===== src/rtl/input_event_pkg.sv =====
// Shared types and constants for the input event collector.
// Entry layout is {tag, payload}.
package input_event_pkg;

  localparam int EV_DATA_W   = 16;
  localparam int EV_MAX_CH   = 8;
  localparam int EV_TAG_W    = $clog2(EV_MAX_CH);

  localparam int EV_CH_KBD   = 0;
  localparam int EV_CH_MOUSE = 1;
  localparam int EV_CH_USB   = 2;

  typedef logic [EV_TAG_W-1:0] ev_tag_t;

  typedef struct packed {
    ev_tag_t              tag;
    logic [EV_DATA_W-1:0] payload;
  } ev_entry_t;

  // Round-robin candidate: channel `step` places after `last`.
  function automatic int rr_next(int last, int step, int n);
    return (last + step) % n;
  endfunction

endpackage


===== src/rtl/event_fifo.sv =====
// Synchronous show-ahead FIFO with extended-pointer full/empty.
// A pop frees the slot the same-cycle push needs when full.
module event_fifo #(
  parameter int WIDTH = 18,
  parameter int DEPTH = 16,
  localparam int AW = $clog2(DEPTH)
) (
  input  logic             clk,
  input  logic             reset,
  input  logic             push,
  input  logic [WIDTH-1:0] wdata,
  input  logic             pop,
  output logic [WIDTH-1:0] rdata,
  output logic             full,
  output logic             empty,
  output logic [AW:0]      count
);

  logic [WIDTH-1:0] mem [DEPTH];
  logic [AW:0]      wptr;
  logic [AW:0]      rptr;
  logic             do_push;
  logic             do_pop;

  assign empty   = (wptr == rptr);
  assign full    = (wptr[AW] != rptr[AW]) &&
                   (wptr[AW-1:0] == rptr[AW-1:0]);
  assign do_pop  = pop && !empty;
  assign do_push = push && (!full || do_pop);
  assign count   = wptr - rptr;
  assign rdata   = empty ? '0 : mem[rptr[AW-1:0]];

  always_ff @(posedge clk or posedge reset) begin
    if (reset) begin
      wptr <= '0;
      rptr <= '0;
    end else begin
      if (do_push) wptr <= wptr + 1'b1;
      if (do_pop)  rptr <= rptr + 1'b1;
    end
  end

  always_ff @(posedge clk) begin
    if (do_push) mem[wptr[AW-1:0]] <= wdata;
  end

endmodule


===== src/rtl/input_event_queue.sv =====
// Multi-channel event collector: per-channel holding registers,
// round-robin merge into a tagged show-ahead FIFO.
module input_event_queue
  import input_event_pkg::*;
#(
  parameter int NUM_CH = 3,
  parameter int DATA_W = 16,
  parameter int DEPTH  = 16,
  parameter int TAG_W  = $clog2(NUM_CH)
) (
  input  logic                     clk,
  input  logic                     reset,
  input  logic [NUM_CH-1:0]        ev_valid_i,
  input  logic [NUM_CH*DATA_W-1:0] ev_data_i,
  output logic                     rd_valid_o,
  output logic [TAG_W+DATA_W-1:0]  rd_data_o,
  input  logic                     rd_ready_i,
  output logic [$clog2(DEPTH):0]   count_o,
  output logic [NUM_CH-1:0]        overflow_o,
  input  logic                     clr_overflow_i
);

  logic [NUM_CH-1:0] pend;
  logic [DATA_W-1:0] hold [NUM_CH];
  logic [TAG_W-1:0]  last;

  logic              full;
  logic              empty;
  logic              pop;
  logic              push_ok;
  logic              gnt_any;
  logic              grant;
  logic [TAG_W-1:0]  gnt_idx;
  logic [DATA_W-1:0] gnt_data;
  logic [NUM_CH-1:0] take;
  logic [NUM_CH-1:0] drop;

  assign rd_valid_o = !empty;
  assign pop        = rd_valid_o && rd_ready_i;
  assign push_ok    = !full || pop;
  assign grant      = gnt_any && push_ok;

  always_comb begin : arb
    int c;
    c        = 0;
    gnt_any  = 1'b0;
    gnt_idx  = '0;
    gnt_data = '0;
    for (int i = 1; i <= NUM_CH; i++) begin
      c = rr_next(int'(last), i, NUM_CH);
      if (!gnt_any && pend[c]) begin
        gnt_any  = 1'b1;
        gnt_idx  = TAG_W'(c);
        gnt_data = hold[c];
      end
    end
  end

  always_comb begin
    take = '0;
    drop = '0;
    for (int k = 0; k < NUM_CH; k++) begin
      take[k] = grant && (gnt_idx == TAG_W'(k));
      drop[k] = ev_valid_i[k] && pend[k] && !take[k];
    end
  end

  always_ff @(posedge clk or posedge reset) begin
    if (reset) begin
      pend       <= '0;
      overflow_o <= '0;
      last       <= TAG_W'(NUM_CH - 1);
      for (int k = 0; k < NUM_CH; k++) hold[k] <= '0;
    end else begin
      if (grant) last <= gnt_idx;
      // A drop in the clear cycle still leaves its flag set.
      overflow_o <= (clr_overflow_i ? '0 : overflow_o) | drop;
      for (int k = 0; k < NUM_CH; k++) begin
        if (ev_valid_i[k] && (!pend[k] || take[k]))
          hold[k] <= ev_data_i[k*DATA_W +: DATA_W];
        if (take[k])
          pend[k] <= ev_valid_i[k];
        else if (ev_valid_i[k])
          pend[k] <= 1'b1;
      end
    end
  end

  event_fifo #(
    .WIDTH(TAG_W + DATA_W),
    .DEPTH(DEPTH)
  ) u_fifo (
    .clk  (clk),
    .reset(reset),
    .push (grant),
    .wdata({gnt_idx, gnt_data}),
    .pop  (rd_ready_i),
    .rdata(rd_data_o),
    .full (full),
    .empty(empty),
    .count(count_o)
  );

endmodule


===== config.mk =====
export PLATFORM = sky130hd
export DESIGN_NAME = input_event_queue
export DESIGN_NICKNAME = d
export VERILOG_FILES = /design/src/rtl/input_event_pkg.sv /design/src/rtl/event_fifo.sv /design/src/rtl/input_event_queue.sv
export SDC_FILE = /design/constraint.sdc
export NUM_CORES = 1
export LEC_CHECK = 0
export CORE_MARGIN = 5
export CORE_UTILIZATION = 65
export CTS_CLUSTER_DIAMETER = 30
export DETAILED_ROUTE_END_ITERATION = 7
export PLACE_DENSITY = 0.95
export SLEW_MARGIN = 30
export SYNTH_ARGS = -nofsm -noshare
export SYNTH_HDL_FRONTEND = slang
export SYNTH_SLANG_ARGS = --single-unit

===== constraint.sdc =====
create_clock -name clk -period 6.1 [get_ports clk]
set_input_delay 1.22 -clock clk [delete_from_list [all_inputs] [get_ports clk]]
set_output_delay 1.22 -clock clk [all_outputs]
set_load 0.005 [all_outputs]

* After elaboration in Yosys (flattened, before gate mapping)
Memories as Yosys holds them, arrays and structs flattened. Index checks and enable logic that the tools add are counted.
Storage, ports and cells: register bits after elaboration 66, RAM bits 288, output and inout bits 27, logic and storage cells 108, memories 1
Memory list:
- u_fifo.mem | words 16, bits a word 18, read ports 1, clocked after memory_dff 0, write ports 1, RTL line event_fifo.sv:19 | logic [WIDTH-1:0] mem [DEPTH];
Cells by class: $add $sub $neg 6, div/mod/pow operators 3, magnitude comparators 6, equality and inequality tests 5, multiplexer cells 37, bitwise logic cells 4, reductions and logical operators 36
Operators by type and width (number):
- 2-to-1 mux 16 bit | 9
- binary-select mux 16 bit (select 2 bit) | 3
- >= comparator 32 x 3 -> 1 bit, second input constant | 3
- less-than comparator 32 x 4 -> 1 bit, second input constant | 3
- modulo 32 x 3 -> 32 bit, second input constant | 3
- NOT 32 bit | 3
- logical AND 1 bit | 18
- 2-to-1 mux 18 bit | 1
- 2-to-1 mux 1 bit | 17
- adder 5 x 1 -> 5 bit, second input constant | 2
- logical NOT 1 bit | 10
- adder 2 x 2 -> 3 bit, second input constant | 2
- binary-select mux 1 bit (select 2 bit) | 3
- 2-to-1 mux 2 bit | 3
- nonzero test 2 bit | 3
- equality test 5 bit | 1
- subtractor 5 bit | 1
- equality test 4 bit | 1
- logical OR 1 bit | 4
- adder 2 x 1 -> 3 bit, second input constant | 1
- 2-to-1 mux 3 bit | 1
- bitwise OR 3 bit | 1
- equality test 2 x 1 -> 1 bit, second input constant | 1
- equality test 2 bit, second input constant | 1
- other kinds (2) | 2

* Depth between registers and ports, before layout
depth in word-level cells 17, mapped depth 13, mapped depth without buffers 8

* Cells and area by module
Synthesis repeated with hierarchy kept, for this count alone.
Second synthesis, totals: cells, all modules 915, area, all modules 15399.8 um^2
Modules (own cells, without submodules):
- event_fifo | times used 1, cells an instance 562, area each 11773.8 um^2, sequential area each 8898.5 um^2
- input_event_queue | times used 1, cells an instance 353, area each 3626.0 um^2, sequential area each 1402.6 um^2

* Worst setup path before layout
No wires, ideal clock.
path kind register -> register, from register u_fifo.rptr[3], to memory u_fifo.mem[3][0], enable pin, data arrival time 3659 ps, required time 5684 ps, setup slack 2025 ps, stages on the path, launching flop included 10, buffers on the path 2, cell sequence dfrtp_1 > inv_2 > buf_1 > ha_1 > nand4_1 > nor3_1 > a31oi_1 > clkbuf_1 > nand2_1 > nor3_1
On the way: word-level cells in the longest chain between the ends 8, elaborated cells between the ends (all ways) 11, classes of those cells eq/ne (2); mux (2); reduce/logical (7)
RTL lines:
- from (decl) | RTL line event_fifo.sv:21 | logic [AW:0] rptr;
- from (signal assigned) | RTL line event_fifo.sv:39 | if (do_pop) rptr <= rptr + 1'b1;
- equality test 5 bit or equality test 4 bit (tied branches) | RTL line event_fifo.sv:25, event_fifo.sv:27
- logical NOT 1 bit or logical AND 1 bit (tied branches) | RTL line event_fifo.sv:28, input_event_queue.sv:38, event_fifo.sv:26
- logical AND 1 bit or logical NOT 1 bit (tied branches)
- logical OR 1 bit * | RTL line event_fifo.sv:29, input_event_queue.sv:40
- logical AND 1 bit | RTL line input_event_queue.sv:41 | assign grant = gnt_any && push_ok;
- logical AND 1 bit * | RTL line event_fifo.sv:29 | assign do_push = push && (!full || do_pop);
- 2-to-1 mux 1 bit * | RTL line event_fifo.sv:44 | if (do_push) mem[wptr[AW-1:0]] <= wdata;
- 2-to-1 mux 1 bit (not written as such) * | RTL line event_fifo.sv:44
- to (decl) | RTL line event_fifo.sv:19
Mark *: on every way between the ends. The rest lies on a longest branch, timed or not.

* Worst setup path after layout
from register u_fifo.rptr[0], to output port rd_data_o[8]
On the way: word-level cells in the longest chain between the ends 2, elaborated cells between the ends (all ways) 3, classes of those cells eq/ne (1); mux (1); memory (1)
RTL lines:
- memory (16 x 18 bit) or equality test 5 bit (tied branches)
- 2-to-1 mux 18 bit * | RTL line event_fifo.sv:31 | assign rdata = empty ? '0 : mem[rptr[AW-1:0]];
- to (decl) | RTL line input_event_queue.sv:16 | output logic [TAG_W+DATA_W-1:0] rd_data_o,
Marks and branches as above.

==> flow_summary_export.csv <==
group,metric,value,unit
min_path,hold_class,"reg -> reg",
status,failed_checks,"DRC",
drt,avgViaCountPerCell,7.21,
global_routing,first_global_vias,10300,
drt,drt-wirelength-per-cell,31.3,um
floorplan,placementRows,56,
run,drv.max_cap_violation_count,0,
layout,num-nets-final,1128,
timing,timing_max_transition_violations_final,0,
setup_path,cp_num_buf_inv,3,
synthesis,synth_top_area_cells,"edfxtp_1 56%, mux4_2 13%, dfrtp_1 10%",
layout,diodes,0,
cts,cts_max_level,2,
cts,cts-hold-fix-buffers,0,
timing,finalClockSkew,0.0206,ns
cts,clockBufferDepth,3,
synthesis,post_synth.cell_area_avg,16.1,um2
timing,minimum_clock_period_after_layout,4.84,ns
drt,detailedRoute.firstIterationViolations,1935,
cts,clock_sinks,354,
global_routing,grt_util_met1,44.0,%
setup_path,timing.critical_path.from_type,"flop",
global_routing,maximum_number_of_pins_on_one_net_before_global_route_repair,67,
cts,worstSkewPairLatency,0.56,ns
drt,dr.pass1.iters,8,
floorplan,die-area,27100,um2
timing,setup_viol_count_final,0,
timing,worst_pin_slew,0.906,ns
synthesis,post_synthesis_instance_area,15600,um2
drt,via_count,10200,
setup_path,critPathTopFamily,"buffers and inverters",
drt,drc_errors,6,
setup_path,setup.reg_to_reg.worst_slack,1.41,ns
drt,drt-total-wl,44400,um
setup_path,crit_fanout,32,
setup_path,worstSetupPathType,"reg -> out",
status,outcome,"finished with violations",
setup_path,reg2regPathDepth,8,
setup_path,critPathSlowestCell,"dfrtp_4",
layout,synthesis_to_finish_area_growth,20.2,%
synthesis,number_of_synthesized_flops_with_an_enable_pin,288,
synthesis,synth_ff_type,"edfxtp_1",
global_routing,groute.usage.overall,33.3,%
setup_path,worst_setup_path_startpoint,"u_fifo.rptr[0]",
setup_path,worst_r2r_startpoint,"last[1]",
global_routing,routing_layer_with_the_top_usage_in_global_route,"met2",
floorplan,die_width,165,um
synthesis,synth.ff_latch_count,354,
setup_path,crit_path_cell_trace,"buf_16, buf_4, mux4_2, mux4_2, nor2b_1, clkdlybuf4s50_1",
global_routing,global_route.usage.met3,5.29,%
global_routing,globalRouteOverflowTotal,0,
cts,cts_root_buf,"clkbuf_16",
synthesis,synthCells,964,
synthesis,asyncSetResetFlopFracSynth,18.6,%
setup_path,rr_endpoint,"hold[11]",
synthesis,synth.top_cell.area_share,55.6,%
min_path,hold_start,"u_fifo.wptr[4]",
synthesis,postSynthNetCount,1033,
min_path,holdPathEnd,"u_fifo.wptr[4]",
cts,cts_tree,"done",
placement,detailed_place_hpwl,22500,um
layout,drive_above_1_share,23.2,%
global_routing,met2_track_demand_over_resource,57.0,%
cts,clkTransAtPathRegs,0.05,ns
timing,whs,0.493,ns
floorplan,die_ht,165,um
timing,max_freq,207,MHz
floorplan,floorplan.initialDensity,66.1,%
synthesis,netlist.top_cell.by_area,"edfxtp_1",
setup_path,worst_path_most_repeated_cell,"mux4_2",
cts,post_cts_setup_buffer_count,0,
min_path,whs_path_depth,1,
layout,final-instance-count-excl-fill,1421,
drt,ant_nets,0,
synthesis,synth_sequential_area_ratio,66.2,%
placement,finalWeightedCongestion,0.837,
setup_path,crit_path_max_incr_delay,0.66,ns
setup_path,cp.arrival,3.62,ns
timing,final-hold-violation-count,0,
cts,cts_inserted_buffers,53,
timing,max_slew_margin,39.4,%
floorplan,top_level_ports,82,
setup_path,worst_path_required,4.88,ns
timing,grt_setup_unrepaired,"no",
placement,place.detailed.instances,1322,
synthesis,ys_warn_count,0,
setup_path,critical_path.endpoint_type,"output port",
synthesis,netlist-cell-type-count,55,
timing,fin_crit_sh,79.3,%
global_routing,antenna_found_initial,0,
placement,io_buffers,81,
timing,timing.setup.tns,0,ns
floorplan,fp.coreArea,23500,um2
global_routing,grt_first_pass_wirelength,65500,um
cts,cts_resized,0,
[kinds of logic after synthesis]
group,after synthesis,synth area share [%]
flip-flops,354,66.2
AND/OR/NAND/NOR,203,6.52
AO/OA/AOI/OAI,169,7.21
multiplexers,125,15.7
buffers and inverters,87,2.50
adder cells (fa/ha/maj),14,1.17
XOR/XNOR,12,0.676
[synthesized netlist by cell type (18+ instances only)]
cell type	instances
a21oi_1	35
clkbuf_1	43
dfrtp_1	65
edfxtp_1	288
inv_1	18
mux2i_1	18
mux4_2	90
nand2_1	64
nor2_1	35
nor2b_1	39
nor3_1	18
o211ai_1	32
o21ai_0	19
o22ai_1	24
[state kept, by name, indices dropped and copies added, names as in the netlist]
| name | flops |
|---|---|
| last | 2 |
| u_fifo.rptr | 5 |
| hold | 48 |
| pend | 3 |
| u_fifo.mem | 288 |
| u_fifo.wptr | 5 |
| overflow_o | 3 |
[through the flow]
step | setup slack, ns | area, um2 | utilization, %
finish | 1.26 | 18700 | 79.4
global route | 1.08 | 18700 | 79.4
CTS | 0.950 | 18600 | 79.1
floorplan | 2.03 | 15600 | -
global placement | 1.68 | 16700 | 70.7
detailed placement | 1.62 | 16700 | 71.0
[per-layer routing]
metal  share of wire (%)  routed length, um
met5                   0                  0
met4                 4.4               1950
met3                  11               5060
met2                  50              22300
met1                  34              15100
[worst max path at each step]
stage	end	slack, ns	cells after the start
finish	rd_data_o[8]	1.26	6
global route	rd_data_o[8]	1.08	6
CTS	rd_data_o[8]	0.95	5
detailed placement	rd_data_o[14]	1.62	5
global placement	rd_data_o[14]	1.68	5
floorplan	u_fifo.mem[3][0]	2.03	9
[cells in the final DEF, fill, tap and decap left out, types with 17 or more instances in the layout]
cell / synthesis / layout
nor3_1: 18 / 17
o22ai_1: 24 / 24
o21ai_0: 19 / 19
o211ai_1: 32 / 32
nand2b_1: 17 / 17
nand2_1: 64 / 64
mux2i_1: 18 / 18
a21oi_1: 35 / 35
nor2_1: 35 / 34
dfrtp_1: 65 / 63
buf_4: 2 / 25
inv_1: 18 / 17
clkdlybuf4s50_1: 0 / 80
edfxtp_1: 288 / 288
clkbuf_16: 0 / 53
mux4_2: 90 / 90
nor2b_1: 39 / 38
[layout make-up]
type                            count  area, um2
Clock inverter                     37        523
Multi-Input combinational cell    523       5010
Inverter                           20       75.1
Fill cell                        1126       4840
Timing Repair Buffer              107       1020
Clock buffer                       61       1370
Tap cell                          319        399
Sequential cell                   354      10300
Power is left out: the tool's default activity adds up to more than one toggle a clock period on the data nets, which glitch-free logic cannot reach.
==> patch (same settings) <==
Reset style: synchronous (`reset`), changed in 2 clocked blocks.
--- a/src/rtl/event_fifo.sv
+++ b/src/rtl/event_fifo.sv
@@ -30,7 +30,7 @@
   assign count   = wptr - rptr;
   assign rdata   = empty ? '0 : mem[rptr[AW-1:0]];
 
-  always_ff @(posedge clk or posedge reset) begin
+  always_ff @(posedge clk) begin
     if (reset) begin
       wptr <= '0;
       rptr <= '0;
--- a/src/rtl/input_event_queue.sv
+++ b/src/rtl/input_event_queue.sv
@@ -65,7 +65,7 @@
     end
   end
 
-  always_ff @(posedge clk or posedge reset) begin
+  always_ff @(posedge clk) begin
     if (reset) begin
       pend       <= '0;
       overflow_o <= '0;
Behaviour: differs if reset is asserted again (counterexample within 4 cycles, from zero or initial values and one cycle with reset high); with reset held inactive, the same outputs for 4 cycles.
==> patch against the unedited design <==
Setup slack improved by 0.12 ns; area after synthesis fell by 4.6%; critical path type unchanged; count of clock-buffer cells in the layout did not move; register-to-register slack improved by 0.98 ns; highest routed layer unchanged; sequential cell count rose by 4; critical path depth did not move; routed wire length fell by 19%; final area fell by 4.5%.
==> patch: results (changes against the unedited design) <==
* Area contributors post-synth: edfxtp_1 68%, mux4_2 14%, dfxtp_1 3.0%
* Slowest CP cell: mux4_2
* Avg Vias per Cell at 6.59 (-8.7%)
* Post-synth EDFFs at 336 (+17%)
* Global-route wire length before repair at 53800 um (-18%)
* Syn Area/Cell at 18.6 um2 (+15%)
* Syn Nets at 868 (-16%)
* Async SR Flop Fraction at 0% (-19 points)
* Top cells by count, synth: 336 x edfxtp_1, 90 x mux4_2, 57 x nand2b_1
* Total CTS buffers at 55 (+3.8%)
* Hpwl dp at 19500 um (-14%)
* NumNets Final at 980 (-13%)
* Initial antenna violation count at 0 (unchanged)
* Sequential element share of the synthesized area at 70.9% (+4.7 points)
* DRT iter0 DRCs at 977 (-50%)
* Critical Path Max Stage Delay at 0.57 ns (-0.09 ns)
* Worst-margin pin slew at 0.889 ns (-0.0173 ns)
* DR pass1 iterations at 5 (-3)
* Vias in the first global route at 8598 (-16%)
* CTS max path bufs at 3 (unchanged)
* Area of the core at 0.0226 mm2 (-4.1%)
* Layout cell share with drive strength beyond 1 at 25.8% (+2.6 points)
* RD Place Congestion at 0.830 (-0.81%)
* Wire per inst at 28.9 um (-7.4%)
* Skew final at 0.0233 ns (+0.00267 ns)
* All-Layer GR Usage at 28.3% (-5.0 points)
* Outcome: finished, final reports clean
==> patch: kinds of logic (layout without fill, tap and decap cells) <==
group,Yosys count,in the layout,synth area share [%]
XOR/XNOR,13,13,0.767
adder cells (fa/ha/maj),14,14,1.23
AO/OA/AOI/OAI,99,99,5.07
AND/OR/NAND/NOR,153,153,5.81
multiplexers,94,94,13.9
buffers and inverters,68,225,2.24
flip-flops,358,358,70.9
==> patch: per-stage QoR <==
| stage | utilization, % | cells | worst slack (ns) | cell area, um2 | hold slack [ns] |
|---|---|---|---|---|---|
| after floorplan | - | 799 | 2.56 | 14800 | 0.466 |
| after global placement | 70.7 | 1138 | 1.77 | 16000 | 0.461 |
| after detailed placement | 70.7 | 1138 | 1.72 | 16000 | 0.484 |
| after CTS | 79.0 | 1240 | 1.11 | 17800 | 0.494 |
| after global routing | 79.1 | 1241 | 1.19 | 17900 | 0.510 |
| final | 79.1 | 1241 | 1.39 | 17900 | 0.485 |
==> patch: per-layer routing <==
metal,track usage [%],vias up,part of all wire [%]
met5,0,-,0
met4,8.76,0,2.9
met2,49.5,552,52
met3,5.46,78,8.8
li1,-,3411,-
met1,36.7,4131,36
==> patch: worst reg2reg max path: stages (launching register included) <==
cell and delay (ns):
dfxtp_1 0.36, inv_1 0.09, ha_1 0.48, mux2i_1 0.28
o21ai_1 0.18, o31a_2 0.55, o2111ai_4 0.23, buf_4 0.50
nand2b_1 0.59
==> patch: path summary, 6_finish.rpt <==
path / startpoint / to / slack, ns / cells after the start
setup / recovery: register / rd_data_o[3] / 1.39 / 6
hold / removal: overflow_o[1] / overflow_o[1] / 0.49 / 2
setup reg to reg: last[0] / hold[1][10] / 2.39 / 8
hold reg to reg: overflow_o[1] / overflow_o[1] / 0.49 / 2
==> patch: cell type report <==
class                           count  area, um2
Clock buffer                       61       1410
Inverter                           18       67.6
Sequential cell                   358      10500
Multi-Input combinational cell    373       4030
Tap cell                          285        357
Fill cell                        1096       4710
Timing Repair Buffer              105       1010
Clock inverter                     41        453
==> patch: report_power, final <==
| part | switching (uW) | total [uW] | internal (uW) |
|---|---|---|---|
| registers | 140 | 3400 | 3260 |
| logic | 1300 | 2300 | 1000 |
| clock network | 1160 | 3170 | 2010 |
| total | 2600 | 8870 | 6270 |
